[config.mk]
export PLATFORM = sky130hd
export DESIGN_NAME = interfaz_alu_uart
export DESIGN_NICKNAME = d
export VERILOG_FILES = /design/src/rtl/interfaz_alu_uart.sv
export SDC_FILE = /design/constraint.sdc
export NUM_CORES = 1
export LEC_CHECK = 0
export BUFFER_PORTS_ARGS = -buffer_cell sky130_fd_sc_hd__buf_4
export CORE_ASPECT_RATIO = 0.6
export CORE_MARGIN = 5
export CORE_UTILIZATION = 42
export DETAILED_ROUTE_END_ITERATION = 8
export GPL_ROUTABILITY_DRIVEN = 0
export PLACE_DENSITY_LB_ADDON = 0.2
export SLEW_MARGIN = 20
export SYNTH_ARGS = -nofsm -noshare
export SYNTH_HDL_FRONTEND = slang
export SYNTH_SLANG_ARGS = --single-unit
[constraint.sdc]
create_clock -name clk -period 1.7 [get_ports clk]
set_clock_uncertainty 0.1 [all_clocks]
set_input_delay 0.34 -clock clk [delete_from_list [all_inputs] [get_ports clk]]
set_output_delay 0.34 -clock clk [all_outputs]
set_load 0.05 [all_outputs]
[src/rtl/interfaz_alu_uart.sv]
// interfaz_alu_uart: frames three received UART bytes (operand A, operand B,
// opcode) for a combinational ALU and sends the ALU result back through the
// UART transmitter.
// Optional feature: define INTERFAZ_ALU_TIMEOUT_EN to enable an inter-byte
// timeout that discards a partial frame after TIMEOUT_CICLOS idle cycles.
//
// Handshake: rx_listo is a one-cycle strobe qualifying rx_dato in the same
// cycle (there is no back-pressure, so bytes arriving while a result is being
// computed or sent are dropped); tx_inicio is a one-cycle start strobe that is
// only raised on a cycle where tx_ocupado was sampled low.
module interfaz_alu_uart #(
    parameter int NBITS          = 8,
    parameter int COD_OP         = 6,
    parameter int TIMEOUT_CICLOS = 50000000
) (
    input  logic              clk,
    input  logic              reset_n,
    input  logic [NBITS-1:0]  rx_dato,
    input  logic              rx_listo,
    input  logic [NBITS-1:0]  resultado,
    input  logic              tx_ocupado,
    output logic [NBITS-1:0]  operando_A,
    output logic [NBITS-1:0]  operando_B,
    output logic [COD_OP-1:0] cod_operacion,
    output logic [NBITS-1:0]  tx_dato,
    output logic              tx_inicio,
    output logic              operandos_validos,
    output logic              error_timeout,
    output logic [2:0]        estado_dbg
);

    typedef enum logic [2:0] {
        ESPERA_A  = 3'd0,
        ESPERA_B  = 3'd1,
        ESPERA_OP = 3'd2,
        CALCULO   = 3'd3,
        ENVIAR    = 3'd4
    } estado_t;

    estado_t estado;
    estado_t estado_sig;

    logic cargar_a;
    logic cargar_b;
    logic cargar_op;
    logic cargar_tx;
    logic fijar_validos;
    logic vencido;

    // Current state is exported for observation only.
    assign estado_dbg = estado;

`ifdef INTERFAZ_ALU_TIMEOUT_EN
    localparam int CW = (TIMEOUT_CICLOS > 2) ? $clog2(TIMEOUT_CICLOS) : 1;

    logic [CW-1:0] contador;
    logic          esperando;

    assign esperando = (estado == ESPERA_B) || (estado == ESPERA_OP);
    // A received byte in the same cycle always beats the timeout.
    assign vencido   = esperando && !rx_listo && (contador == CW'(TIMEOUT_CICLOS - 1));

    // Idle-cycle counter: runs only while a partial frame is waiting for bytes.
    always_ff @(posedge clk or negedge reset_n) begin
        if (!reset_n) begin
            contador <= '0;
        end else if (rx_listo || vencido || !esperando) begin
            contador <= '0;
        end else begin
            contador <= contador + 1'b1;
        end
    end

    // One-cycle pulse marking the discarded partial frame.
    always_ff @(posedge clk or negedge reset_n) begin
        if (!reset_n) begin
            error_timeout <= 1'b0;
        end else begin
            error_timeout <= vencido;
        end
    end
`else
    assign vencido       = 1'b0;
    assign error_timeout = 1'b0;
`endif

    // State register.
    always_ff @(posedge clk or negedge reset_n) begin
        if (!reset_n) begin
            estado <= ESPERA_A;
        end else begin
            estado <= estado_sig;
        end
    end

    // Next-state logic and one-cycle load strobes for the datapath.
    always_comb begin
        estado_sig    = estado;
        cargar_a      = 1'b0;
        cargar_b      = 1'b0;
        cargar_op     = 1'b0;
        cargar_tx     = 1'b0;
        fijar_validos = 1'b0;
        case (estado)
            ESPERA_A: begin
                if (rx_listo) begin
                    cargar_a   = 1'b1;
                    estado_sig = ESPERA_B;
                end
            end
            ESPERA_B: begin
                if (rx_listo) begin
                    cargar_b   = 1'b1;
                    estado_sig = ESPERA_OP;
                end else if (vencido) begin
                    estado_sig = ESPERA_A;
                end
            end
            ESPERA_OP: begin
                if (rx_listo) begin
                    cargar_op  = 1'b1;
                    estado_sig = CALCULO;
                end else if (vencido) begin
                    estado_sig = ESPERA_A;
                end
            end
            CALCULO: begin
                // One cycle for the ALU to settle on the new operands.
                fijar_validos = 1'b1;
                estado_sig    = ENVIAR;
            end
            ENVIAR: begin
                if (!tx_ocupado) begin
                    cargar_tx  = 1'b1;
                    estado_sig = ESPERA_A;
                end
            end
            default: begin
                estado_sig = ESPERA_A;
            end
        endcase
    end

    // Operand, opcode and transmit registers; each changes only on its strobe.
    always_ff @(posedge clk or negedge reset_n) begin
        if (!reset_n) begin
            operando_A        <= '0;
            operando_B        <= '0;
            cod_operacion     <= '0;
            tx_dato           <= '0;
            tx_inicio         <= 1'b0;
            operandos_validos <= 1'b0;
        end else begin
            tx_inicio <= cargar_tx;
            if (cargar_a) begin
                operando_A        <= rx_dato;
                operandos_validos <= 1'b0;
            end
            if (cargar_b) begin
                operando_B <= rx_dato;
            end
            if (cargar_op) begin
                cod_operacion <= rx_dato[COD_OP-1:0];
            end
            if (fijar_validos) begin
                operandos_validos <= 1'b1;
            end
            if (cargar_tx) begin
                tx_dato <= resultado;
            end
        end
    end

endmodule
==> impl_metrics.tcl, run 1 <==
set metrics [dict create \
    synth_most_common_cell "dfrtp_1" \
    cts-root-buf "clkbuf_8" \
    worstHoldPathCells 2 \
    hold_viol 0 \
    setup.worst_path.start "estado_dbg[2]" \
    hp-start "resultado[5]" \
    clk_latency_ns 0.28 \
    track_usage 0.139 \
    maxCapViolations 0 \
    cts_resized 0 \
    synth-seq-cells 35 \
    hold_class "input pin to flop" \
    holdPathEnd "tx_dato[5]" \
    grt_busiest_layer "met2" \
    grt_util_met3 0.0562 \
    clkSlewWorstSetupHoldPaths_ns 0.07 \
    rr_worst_depth 3 \
    synth-edff-count 0 \
    place.port_buffers 54 \
    syn_nets 109 \
    postRouteAntennaNets 0 \
    final-max-slew-violation-count 0 \
    post-route-period-util 0.917 \
    drc_errors 0 \
    setup_viol 0 \
    syn_area_um2 1410 \
    synth.yosys.seq_area_share 0.620 \
    wl_per_cell_um 15.2 \
    yosys_warnings 0 \
    die_w_um 84.9 \
    grt_pass1_wl_um 4840 \
    outcome "finished clean" \
    r2r_end "operando_B[4]" \
    area_growth_pct 38.5 \
    yosysTopAreaCellShare 0.620 \
    netlist_instances 89 \
    endpoint_kind "flop" \
    num_io_pins 56 \
    synth_common_cells "dfrtp_1, mux2_2, buf_2" \
    synthFlopType "dfrtp_1" \
    die_y_um 54.9 \
    vias 907 \
    cts_sinks 35 \
    via_per_inst 4.68 \
    rsz0062_at_grt "no" \
    cts_tree "yes" \
    dr.pass1.iters 3 \
    postCtsSetupBuffers 0 \
    grt_max_degree 36 \
    synth_cell_types 18 \
    period_needed_ns 1.56 \
    yosys.area.top_type "dfrtp_1" \
    overflow 0 \
    hpwlAfterDp_um 2260 \
    worstPathArrival_ns 1.62 \
    grt_pass1_vias 975 \
    cts_buffers 5 \
    synthTopCellsByArea "dfrtp_1, mux2_2, nor4b_4" \
    fill_cells 273 \
    critPathKind "flop to flop" \
    wl_um 2940 \
    antenna_found_initial 0 \
    crit_fanout 10 \
    cts_max_path_buffers 2 \
    core-area_um2 3240 \
    drt_iter0_markers 21 \
    drive_gt1_frac 0.678 \
    initial_core_util 0.436 \
    final_net_count 168 \
    cp_data_required_time_ns 1.77 \
    r2r_setup_slack_ns 0.14 \
    reg2reg_from "estado_dbg[2]" \
    rows 16 \
    fmax_mhz 642 \
    grt_util_met1 0.170 \
    grtUsageMet2 0.223 \
    synth-async-reset-ratio 1.00 \
    syn_area_per_cell_um2 15.9 \
    dieArea_um2 4660 \
    n_antenna_cell 0 \
    cp-start-kind "flop" \
    holdWs_ns 0.186 \
    hold_buffers 1 \
    htreeDepth 2 \
]
logic make-up after synthesis:
logic type / count (synthesis) / synth area share
other: 1 / 0.00265
flip-flops: 35 / 0.620
buffers and inverters: 7 / 0.0319
multiplexers: 30 / 0.239
AO/OA/AOI/OAI: 3 / 0.0124
AND/OR/NAND/NOR: 13 / 0.0939
state kept, by name, summed over array words and instances, names as in the netlist:
| signal | cells |
|---|---|
| cod_operacion | 6 |
| estado_dbg | 3 |
| operando_A | 8 |
| operando_B | 8 |
| operandos_validos | 1 |
| tx_dato | 8 |
| tx_inicio | 1 |
layout make-up:
| cell class | count | area, µm² | area share |
|---|---|---|---|
| flip-flops and latches | 35 | 880 | 0.449 |
| multi-input cells | 47 | 498 | 0.254 |
| repair buffers | 58 | 438 | 0.224 |
| clock buffers | 7 | 76.3 | 0.0390 |
| well taps | 45 | 56.3 | 0.0288 |
| clock inverters | 1 | 5.00 | 0.00256 |
| inverters | 1 | 3.75 | 0.00192 |
placed cells by master (no fill, tap or decap):
master and n:
buf_4 57, dfrtp_1 32, mux2_2 30, clkbuf_8 5
dfrtp_2 3, nor4b_4 2, nand2b_1 2, nand3b_1 2
a21oi_1 2, nand2_1 2, clkbuf_1 2, and4bb_2 1
or3b_2 1, nand4bb_1 1, inv_1 1, nor3b_1 1
o211ai_1 1, nor4bb_2 1, conb_1 1, clkinv_2 1
dlygate4sd3_1 1
worst max-delay path, cell delays in order (launching register included):
cell	delay, ns
dfrtp_2	0.48
nor4bb_2	0.29
buf_4	0.22
mux2_2	0.35
through the flow:
| stage | cells | setup WS, ns | area, µm² | util | setup TNS [ns] |
|---|---|---|---|---|---|
| finish | 194 | 0.142 | 1960 | 0.603 | 0 |
| global route | 194 | 0.0471 | 1960 | 0.603 | 0 |
| CTS | 194 | 0.131 | 1960 | 0.603 | 0 |
| detailed placement | 185 | 0.141 | 1870 | 0.575 | 0 |
| global placement | 185 | 0.147 | 1870 | 0.575 | 0 |
| floorplan | 89 | -0.0667 | 1430 | - | -0.908 |
routing by layer:
layer | routed length, µm | vias to the layer above
li1 | - | 430
met1 | 1320 | 438
met2 | 1330 | 32
met3 | 248 | 7
met4 | 44 | 0
met5 | 0 | -
worst max path at each step:
| stage | endpoint | slack (ns) |
|---|---|---|
| 2_1_floorplan | tx_dato[0] | -0.07 |
| 3_3_place_gp | operando_B[4] | 0.15 |
| 3_5_place_dp | operando_B[1] | 0.14 |
| 4_1_cts | operando_B[7] | 0.13 |
| 5_1_grt | operando_B[7] | 0.05 |
| 6_report | operando_B[4] | 0.14 |
Power of run 1 is left out: the tool's default activity adds up to more than one toggle a clock period on the data nets, which glitch-free logic cannot reach.
==> run 2, diff against run 1 <==
- BUFFER_PORTS_ARGS: -buffer_cell sky130_fd_sc_hd__buf_4 -> -buffer_cell sky130_fd_sc_hd__buf_2
- CORE_ASPECT_RATIO: 0.6 -> 1.1
==> run 2 against run 1 <==
Die area is 0.78% lower. Maximum frequency shrank 2.8%. Worst hold slack got worse by 0.036 ns. Critical path depth did not move. Cell area is 9.0% lower. Sequential cell count is the same. Sequential share of layout area up 4.4 points. Routed wire length decreased by 4.7%. Largest cell class unchanged. Highest routed layer unchanged.
==> impl_metrics.tcl, run 2 (synthesized netlist as in run 1, its figures left out) <==
set metrics [dict create \
    setup_viol 0 \
    initial_core_util 0.428 \
    drt_iter0_markers 46 \
    n_antenna_cell 0 \
    wl_um 2800 \
    cts_sinks 35 \
    clkSlewWorstSetupHoldPaths_ns 0.10 \
    grt_pass1_vias 1009 \
    grt_max_degree 27 \
    fmax_mhz 624 \
    worst-path-buf-inv 1 \
    final_net_count 169 \
    rows 22 \
    area_growth_pct 26.1 \
    hpwlAfterDp_um 2120 \
    hold_viol 0 \
    drc_errors 0 \
    fin_util 0.539 \
    grt_pass1_wl_um 4780 \
    rsz0062_at_grt "no" \
    final_common_cell "buf_2" \
    placed_cells 177 \
    post-route-period-util 0.943 \
    postRouteAntennaNets 0 \
    clk_latency_ns 0.33 \
    via_per_inst 5.05 \
    core-area_um2 3300 \
    critPathKind "flop to flop" \
    worstMarginPinSlew_ns 0.577 \
    endpoint_kind "flop" \
    instances_no_fill 185 \
    dr.pass1.iters 4 \
    layout_common_cells "buf_2, dfrtp_1, mux2_2" \
    antenna_found_initial 0 \
    cts_max_path_buffers 2 \
    hold_class "input pin to flop" \
    worstPathArrival_ns 1.71 \
    cpPeakStageDelay_ns 0.51 \
    slowest_stage "dfrtp_2" \
    htreeDepth 2 \
    cp_data_required_time_ns 1.81 \
    holdWs_ns 0.149 \
    overflow 0 \
    num_io_pins 56 \
    final-max-slew-violation-count 0 \
    wl_per_cell_um 15.2 \
    crit_chain "nor4bb_2 -> buf_4 -> mux2_2" \
    cts_tree "yes" \
    period_needed_ns 1.60 \
    outcome "finished clean" \
    vias 934 \
    tns_ns 0 \
    track_usage 0.139 \
    cpLargestDelayFamily "flip-flops" \
    cts-root-buf "clkbuf_4" \
    reg_top3 "operando_A x8, operando_B x8, tx_dato x8" \
    place.port_buffers 54 \
    die_y_um 70.8 \
    drive_gt1_frac 0.678 \
    slew-limit-headroom 0.615 \
    die_w_um 65.3 \
    cts_buffers 5 \
    maxCapViolations 0 \
    cp-start-kind "flop" \
    crit_fanout 11 \
    dieArea_um2 4620 \
]
run 2: changes by cell type in the layout (fill, tap and decap cells not counted), sizes merged:
cell,previous run,this run
buf,57,58
clkinv,1,0
run 2: worst paths after layout:
kind	slack (ns)	start	depth (start not counted)	endpoint
min reg2reg	0.41	operando_B[1]	1	operando_B[1]
max reg2reg	0.1	estado_dbg[1]	3	operando_B[5]
max in group asynchronous	0.49	reset_n	3	operando_B[3]
min in group asynchronous	0.44	reset_n	2	cod_operacion[2]
max	0.1	estado_dbg[1]	3	operando_B[5]
min	0.15	resultado[6]	2	tx_dato[6]
run 2: worst reg2reg max path, delay by kind of cell, from the launching register on:
kind                   cells  cell delay, ns
muxes                      1            0.35
buffers and inverters      1            0.23
DFF                        1            0.51
and+or+nand+nor            1            0.29
run 2: final cells by class:
| cell class | count | area, µm² |
|---|---|---|
| fill | 288 | 1520 |
| sequential | 35 | 880 |
| multi-input combinational | 47 | 498 |
| timing repair buffer | 59 | 310 |
| clock buffer | 7 | 45.0 |
| tap | 36 | 45.0 |
| inverter | 1 | 3.75 |
run 2: timing repair:
| action | 4_1_cts | 5_1_grt |
|---|---|---|
| hold endpoints to repair | 25 | 0 |
| setup buffers | 0 | 0 |
| resized for setup | 0 | 0 |
| hold buffers | 1 | 0 |
run 2: metrics by stage:
stage	cell area, µm²	setup slack (ns)
after floorplan	1430	-0.0667
after global placement	1730	0.150
after detailed placement	1730	0.107
after CTS	1780	0.0886
after global routing	1780	0.0471
final	1780	0.0977
run 2: metal layers:
layer | up-vias | GRT usage | part of all wire
met5 | - | 0 | 0
met2 | 26 | 0.226 | 0.52
met4 | 0 | 0.0622 | 0.019
li1 | 428 | - | -
met1 | 475 | 0.161 | 0.41
met3 | 5 | 0.0556 | 0.057
Power of run 2 is left out for the same reason.
